$ cat config.mk
export PLATFORM = sky130hd
export DESIGN_NAME = instr_align_queue
export DESIGN_NICKNAME = d
export VERILOG_FILES = /design/src/rtl/instr_align_queue.sv
export SDC_FILE = /design/constraint.sdc
export NUM_CORES = 1
export LEC_CHECK = 0
export CAP_MARGIN = 20
export CORE_MARGIN = 1.5
export CORE_UTILIZATION = 50
export CTS_BUF_LIST = sky130_fd_sc_hd__clkbuf_4
export CTS_CLUSTER_SIZE = 16
export DETAILED_ROUTE_END_ITERATION = 10
export DONT_BUFFER_PORTS = 1
export GPL_TIMING_DRIVEN = 0
export MAX_ROUTING_LAYER = met4
export PLACE_DENSITY = 0.61
export SLEW_MARGIN = 20
export SYNTH_ARGS = -nofsm -noshare
export SYNTH_HDL_FRONTEND = slang
export SYNTH_SLANG_ARGS = --single-unit
export TNS_END_PERCENT = 30
$ cat constraint.sdc
create_clock -name clk -period 4 [get_ports clk]
set_input_delay 0.2 -clock clk [delete_from_list [all_inputs] [get_ports clk]]
set_output_delay 0.2 -clock clk [all_outputs]
set_load 0.03 [all_outputs]
$ cat src/rtl/instr_align_queue.sv
// instr_align_queue: fetch word queue plus RVC aligner feeding decode.
// Buffers fetched 32-bit words and presents one 16- or 32-bit instruction
// per cycle, including 32-bit instructions that straddle two words.
module instr_align_queue #(
    parameter int              DEPTH    = 4,
    parameter int              XLEN     = 32,
    parameter logic [XLEN-1:0] RESET_PC = '0
) (
    input  logic                       clk,
    input  logic                       rst,
    input  logic                       flush,
    input  logic [XLEN-1:0]            flush_pc,
    input  logic                       fetch_valid,
    output logic                       fetch_ready,
    input  logic [XLEN-1:0]            fetch_addr,
    input  logic [31:0]                fetch_data,
    input  logic                       fetch_error,
    output logic                       dec_valid,
    input  logic                       dec_ready,
    output logic [XLEN-1:0]            dec_pc,
    output logic [XLEN-1:0]            dec_npc,
    output logic [31:0]                dec_instr,
    output logic                       dec_error,
    output logic [$clog2(DEPTH+1)-1:0] count
);

    localparam int PW = $clog2(DEPTH);
    localparam int CW = $clog2(DEPTH+1);
    localparam logic [CW-1:0] DEPTH_C = CW'(DEPTH);

    logic [31:0]     mem_data [DEPTH];
    logic            mem_err  [DEPTH];
    logic [PW-1:0]   head;
    logic [PW-1:0]   tail;
    logic [CW-1:0]   count_q;
    logic [XLEN-1:0] pc;
    logic [XLEN-1:0] ea;

    logic [31:0]     w0;
    logic [15:0]     w1_lo;
    logic            e0;
    logic            e1;
    logic            hoff;
    logic            is32;
    logic            pop;
    logic            consume;
    logic            do_pop;
    logic            push;

    // Head word, the low half of the word behind it, and their fault flags.
    assign w0    = mem_data[head];
    assign e0    = mem_err[head];
    assign w1_lo = mem_data[head + PW'(1)][15:0];
    assign e1    = mem_err[head + PW'(1)];
    assign hoff  = pc[1];

    assign count       = count_q;
    assign dec_pc      = pc;
    assign fetch_ready = (count_q < DEPTH_C);

    // Only the word at the expected address is queued; anything else is a
    // stale fetch from before a redirect and is silently swallowed.
    assign push = fetch_valid & fetch_ready & (fetch_addr == ea) & ~flush;

    // Decode the instruction starting at the current halfword of the head word.
    always_comb begin
        // NOTE: every output gets a default first so no path leaves it unassigned (no latch).
        dec_valid = 1'b0;
        dec_error = 1'b0;
        dec_instr = '0;
        pop       = 1'b0;
        is32      = hoff ? (w0[17:16] == 2'b11) : (w0[1:0] == 2'b11);
        if (count_q != '0) begin
            if (e0) begin
                // Faulted head word: report it and wait for a redirect.
                dec_valid = 1'b1;
                dec_error = 1'b1;
            end else if (!hoff) begin
                dec_valid = 1'b1;
                dec_instr = is32 ? w0 : {16'h0000, w0[15:0]};
                pop       = is32;
            end else if (!is32) begin
                dec_valid = 1'b1;
                dec_instr = {16'h0000, w0[31:16]};
                pop       = 1'b1;
            end else if (count_q >= CW'(2)) begin
                // Straddling 32-bit instruction needs the following word too.
                dec_valid = 1'b1;
                dec_error = e1;
                dec_instr = {w1_lo, w0[31:16]};
                pop       = 1'b1;
            end
        end
        dec_npc = pc + (is32 ? XLEN'(4) : XLEN'(2));
    end

    // A faulted instruction is never consumed, so it stays until flush.
    assign consume = dec_valid & dec_ready & ~dec_error;
    assign do_pop  = consume & pop;

    // Pointer, count, pc and expected-address registers; flush wins over traffic.
    always_ff @(posedge clk) begin
        // NOTE: non-blocking assignments so every register samples pre-edge values.
        if (rst) begin
            head    <= '0;
            tail    <= '0;
            count_q <= '0;
            pc      <= RESET_PC;
            ea      <= {RESET_PC[XLEN-1:2], 2'b00};
        end else if (flush) begin
            head    <= '0;
            tail    <= '0;
            count_q <= '0;
            pc      <= flush_pc;
            ea      <= {flush_pc[XLEN-1:2], 2'b00};
        end else begin
            if (push) begin
                tail <= tail + PW'(1);
                ea   <= ea + XLEN'(4);
            end
            if (do_pop) begin
                head <= head + PW'(1);
            end
            if (consume) begin
                pc <= dec_npc;
            end
            count_q <= count_q + CW'(push) - CW'(do_pop);
        end
    end

    // Word storage written at the tail on an accepted in-order fetch.
    always_ff @(posedge clk) begin
        // NOTE: storage has no reset; count and pointers alone decide what is valid.
        if (push) begin
            mem_data[tail] <= fetch_data;
            mem_err[tail]  <= fetch_error;
        end
    end

endmodule

==> results_dict.tcl <==
set metrics [dict create \
    fin_skew_ns 0.02670 \
    crit_top_cell "buf_8" \
    firstDrtPassIters 5 \
    min_period_over_period_pct 107.1 \
    grt_first_pass_wirelength_mm 48.84 \
    final_nets 1139 \
    synth_nets 986 \
    cp-endpoint "dec_npc[23]" \
    mappedNetlistArea_sq_um 10370 \
    clock-sinks 203 \
    synth-edff-count 132 \
    r2r_setup_slack_ns 0.08 \
    gp_congestion 0.9513 \
    drive_gt1_share_pct 24.46 \
    path_delay_family "simple AND/OR/NAND/NOR gates" \
    min_path_type "in2reg" \
    crit_path_max_incr_delay_ns 0.56 \
    power.internal_uw 3321 \
    synthArstFlopShare_pct 0 \
    vias 8143 \
    ys_ff_latch 203 \
    totalWireLength_mm 32.24 \
    drt-initial-drc-count 462 \
    tritoncts "done" \
    synthMostInstantiatedCell "edfxtp_1" \
    vdd_ir_drop_max_mv 0.3227 \
    ys_warn_count 0 \
    post-synth-top-area-cell "edfxtp_1" \
    combPwrFrac_pct 8.9 \
    timing.rr.end "dec_pc[27]" \
    io_buffers 0 \
    syn_area_per_cell_sq_um 11.90 \
    failed_checks "negative setup slack" \
    drc 0 \
    p_leak_uw 0.004378 \
    cts.htree.levels 2 \
    start_util_pct 51.10 \
    rsz0062_at_grt "yes" \
    worstSetupPathType "reg2out" \
    pwr-share-seq_pct 53.1 \
    startpoint_type "flop" \
    cp.buffers_inverters 4 \
    netSwitchingPower_uw 1200 \
    hold_viol 0 \
    tightest_slew_ns 1.005 \
    die_x_microns 147.0 \
    ff_latch_area_sq_um 5388 \
    synthTopCellsByCount "edfxtp_1 (132), dfxtp_1 (71), nand2_1 (67), xnor2_1 (67), nor2_1 (65)" \
    multi_input_area_sq_um 5248 \
    netSwitchingFraction_pct 26.55 \
    drv_cap 0 \
    synth-seq-area-share_pct 51.92 \
    area_growth_pct 24.97 \
    rows 52 \
    coreArea_sq_um 20300 \
    track_usage_pct 31.09 \
    routed_via_density 6.100 \
    root_buffer "clkbuf_4" \
    max_freq_mhz 233.4 \
    setup_viol 20 \
    post-route-min-period_ns 4.285 \
    wire_per_inst_microns 24.15 \
    dieArea_sq_um 21620 \
    cts_inserted_buffers 52 \
    synth_top_area_share_pct 38.21 \
    synth.distinct_cells 64 \
    cp.required_ns 3.80 \
    antenna_found_initial 1 \
    slew_headroom_pct 32.77 \
    p_clk_share_pct 37.9 \
    fillCellCount 1639 \
    synth_cells 872 \
    drv_slew 0 \
    pwr_density_cell_nw_per_um2 348.8 \
    reg2reg_depth 19 \
    fin_tns_setup_ns -3.460 \
    yosys_most_used_dff "edfxtp_1" \
    crit_slowest_cell "mux4_2" \
    cp_max_fo 6 \
    dp_hpwl_mm 22.87 \
    end_kind "output port" \
    clockBufferDepth 3 \
    grt_max_degree 26 \
    dp_slack_ns -0.7557 \
    grt_pass1_vias 8464 \
    synth_area_leaders "edfxtp_1 (38%), dfxtp_1 (14%), mux4_2 (11%)" \
    layout_setup_ws_ns -0.2847 \
    path_cells "buf_8 -> mux4_2 -> and3_4 -> or2_4 -> inv_4 -> ha_4 -> inv_2 -> fa_2 -> nand3b_1 -> nor2_4 -> nand3_4 -> buf_8 -> nor3_4 -> xor2_4" \
    status "complete, but fails checks" \
    insertion_delay_ns 0.67 \
    arrival_ns 4.08 \
    fp.dieH_microns 147.0 \
    final_antenna_net_count 0 \
    crit_cells 14 \
    clk_pin_slew_worst_paths_ns 0.06 \
    ios 204 \
    grt_overflow 0 \
]
-- cell usage in the layout, fill, tap and decap left out, types with 9 or more instances in the layout --
cell type / netlist / routed
nor2_1: 65 / 51
xor2_1: 26 / 11
nand2_1: 67 / 67
a21boi_1: 11 / 11
and3_1: 13 / 10
edfxtp_1: 132 / 132
nand4_1: 24 / 24
o21ai_0: 10 / 10
nand3_1: 33 / 31
xnor2_1: 67 / 58
clkbuf_4: 0 / 70
buf_2: 12 / 11
a21boi_0: 12 / 12
xor2_4: 0 / 15
a21oi_1: 48 / 48
clkinv_1: 2 / 19
buf_4: 2 / 30
clkbuf_1: 27 / 25
dfxtp_1: 71 / 69
o31a_1: 14 / 14
dlygate4sd3_1: 0 / 66
a22oi_1: 16 / 16
mux4_2: 50 / 50
inv_1: 33 / 31
nor3_1: 18 / 15
ha_1: 10 / 9
nor4_1: 11 / 11
-- power groups by stage --
stage / sequential [uW] / combinational (uW) / clock [uW]
6_report: 2400 / 405 / 1710
5_1_grt: 2410 / 431 / 1860
4_1_cts: 2400 / 392 / 1740
3_5_place_dp: 2430 / 301 / 0
3_3_place_gp: 2430 / 298 / 0
2_1_floorplan: 2410 / 232 / 0
-- tightest hold or removal path, stage by stage --
cell    delay, ns
and3_1       0.11
buf_2        0.19
nor3_1       0.15
nor4_1       0.07
-- registers in the layout, indices dropped and copies added (netlist names), named ones only --
register / count
head: 2
tail: 2
mem_err: 4
mem_data: 128
ea: 30
dec_pc: 32
count: 3
-- final cells by class --
| type | instances | share of cell area [%] |
|---|---|---|
| diodes | 2 | 0.03861 |
| plain buffers | 46 | 1.805 |
| clock buffers | 70 | 4.054 |
| clock inverters | 22 | 0.9073 |
| inverters | 35 | 1.033 |
| multi-input cells | 587 | 40.48 |
| flip-flops and latches | 203 | 41.56 |
| well taps | 270 | 2.606 |
| repair buffers | 100 | 7.510 |
-- timing repair --
item | CTS | global route
setup endpoints to repair | 47 | 30
setup buffers | 21 | 9
hold buffers | 66 | 0
endpoints found under the hold margin | 198 | 0
cloned | 1 | 0
pin swaps | 10 | 10
gates resized for setup | 84 | 20
-- worst min path at each step --
stage,from,end,slack (ns),cells after the start
6_report,dec_ready,dec_pc[1],0.09,4
2_1_floorplan,fetch_data[0],mem_data[0][0],0.30,0
4_1_cts,dec_ready,dec_pc[1],0.07,4
5_1_grt,fetch_addr[0],ea[5],0.10,6
3_5_place_dp,fetch_data[1],mem_data[3][1],0.30,0
3_3_place_gp,fetch_data[20],mem_data[2][20],0.30,0
-- stage by stage --
stage	cells	cell area, sq um	hold WS [ns]	power (uW)	utilization, %
2_1_floorplan	872	10390	0.2989	2638	-
3_3_place_gp	1142	10730	0.2990	2729	52.85
3_5_place_dp	1146	10810	0.2990	2734	53.27
4_1_cts	1325	12790	0.06591	4531	63.01
5_1_grt	1334	12960	0.1049	4698	63.84
6_report	1335	12960	0.09321	4522	63.86
-- metal layers --
metal	track usage (%)	vias up	share of wire, %
met5	-	-	0
met4	15.15	0	4.5
met3	7.360	87	8.3
met2	51.72	426	50
met1	35.44	4012	37
li1	-	3618	-
-- logic make-up after synthesis --
family / Yosys count / share of synthesized area [%]
compound gates: 146 / 9.457
xor+xnor: 95 / 8.166
flops: 203 / 51.92
mux: 55 / 11.34
fa+ha+maj: 12 / 1.592
buf+inv: 82 / 3.341
simple gates: 279 / 14.19
No activity file was read; power rests on OpenSTA's default activity.
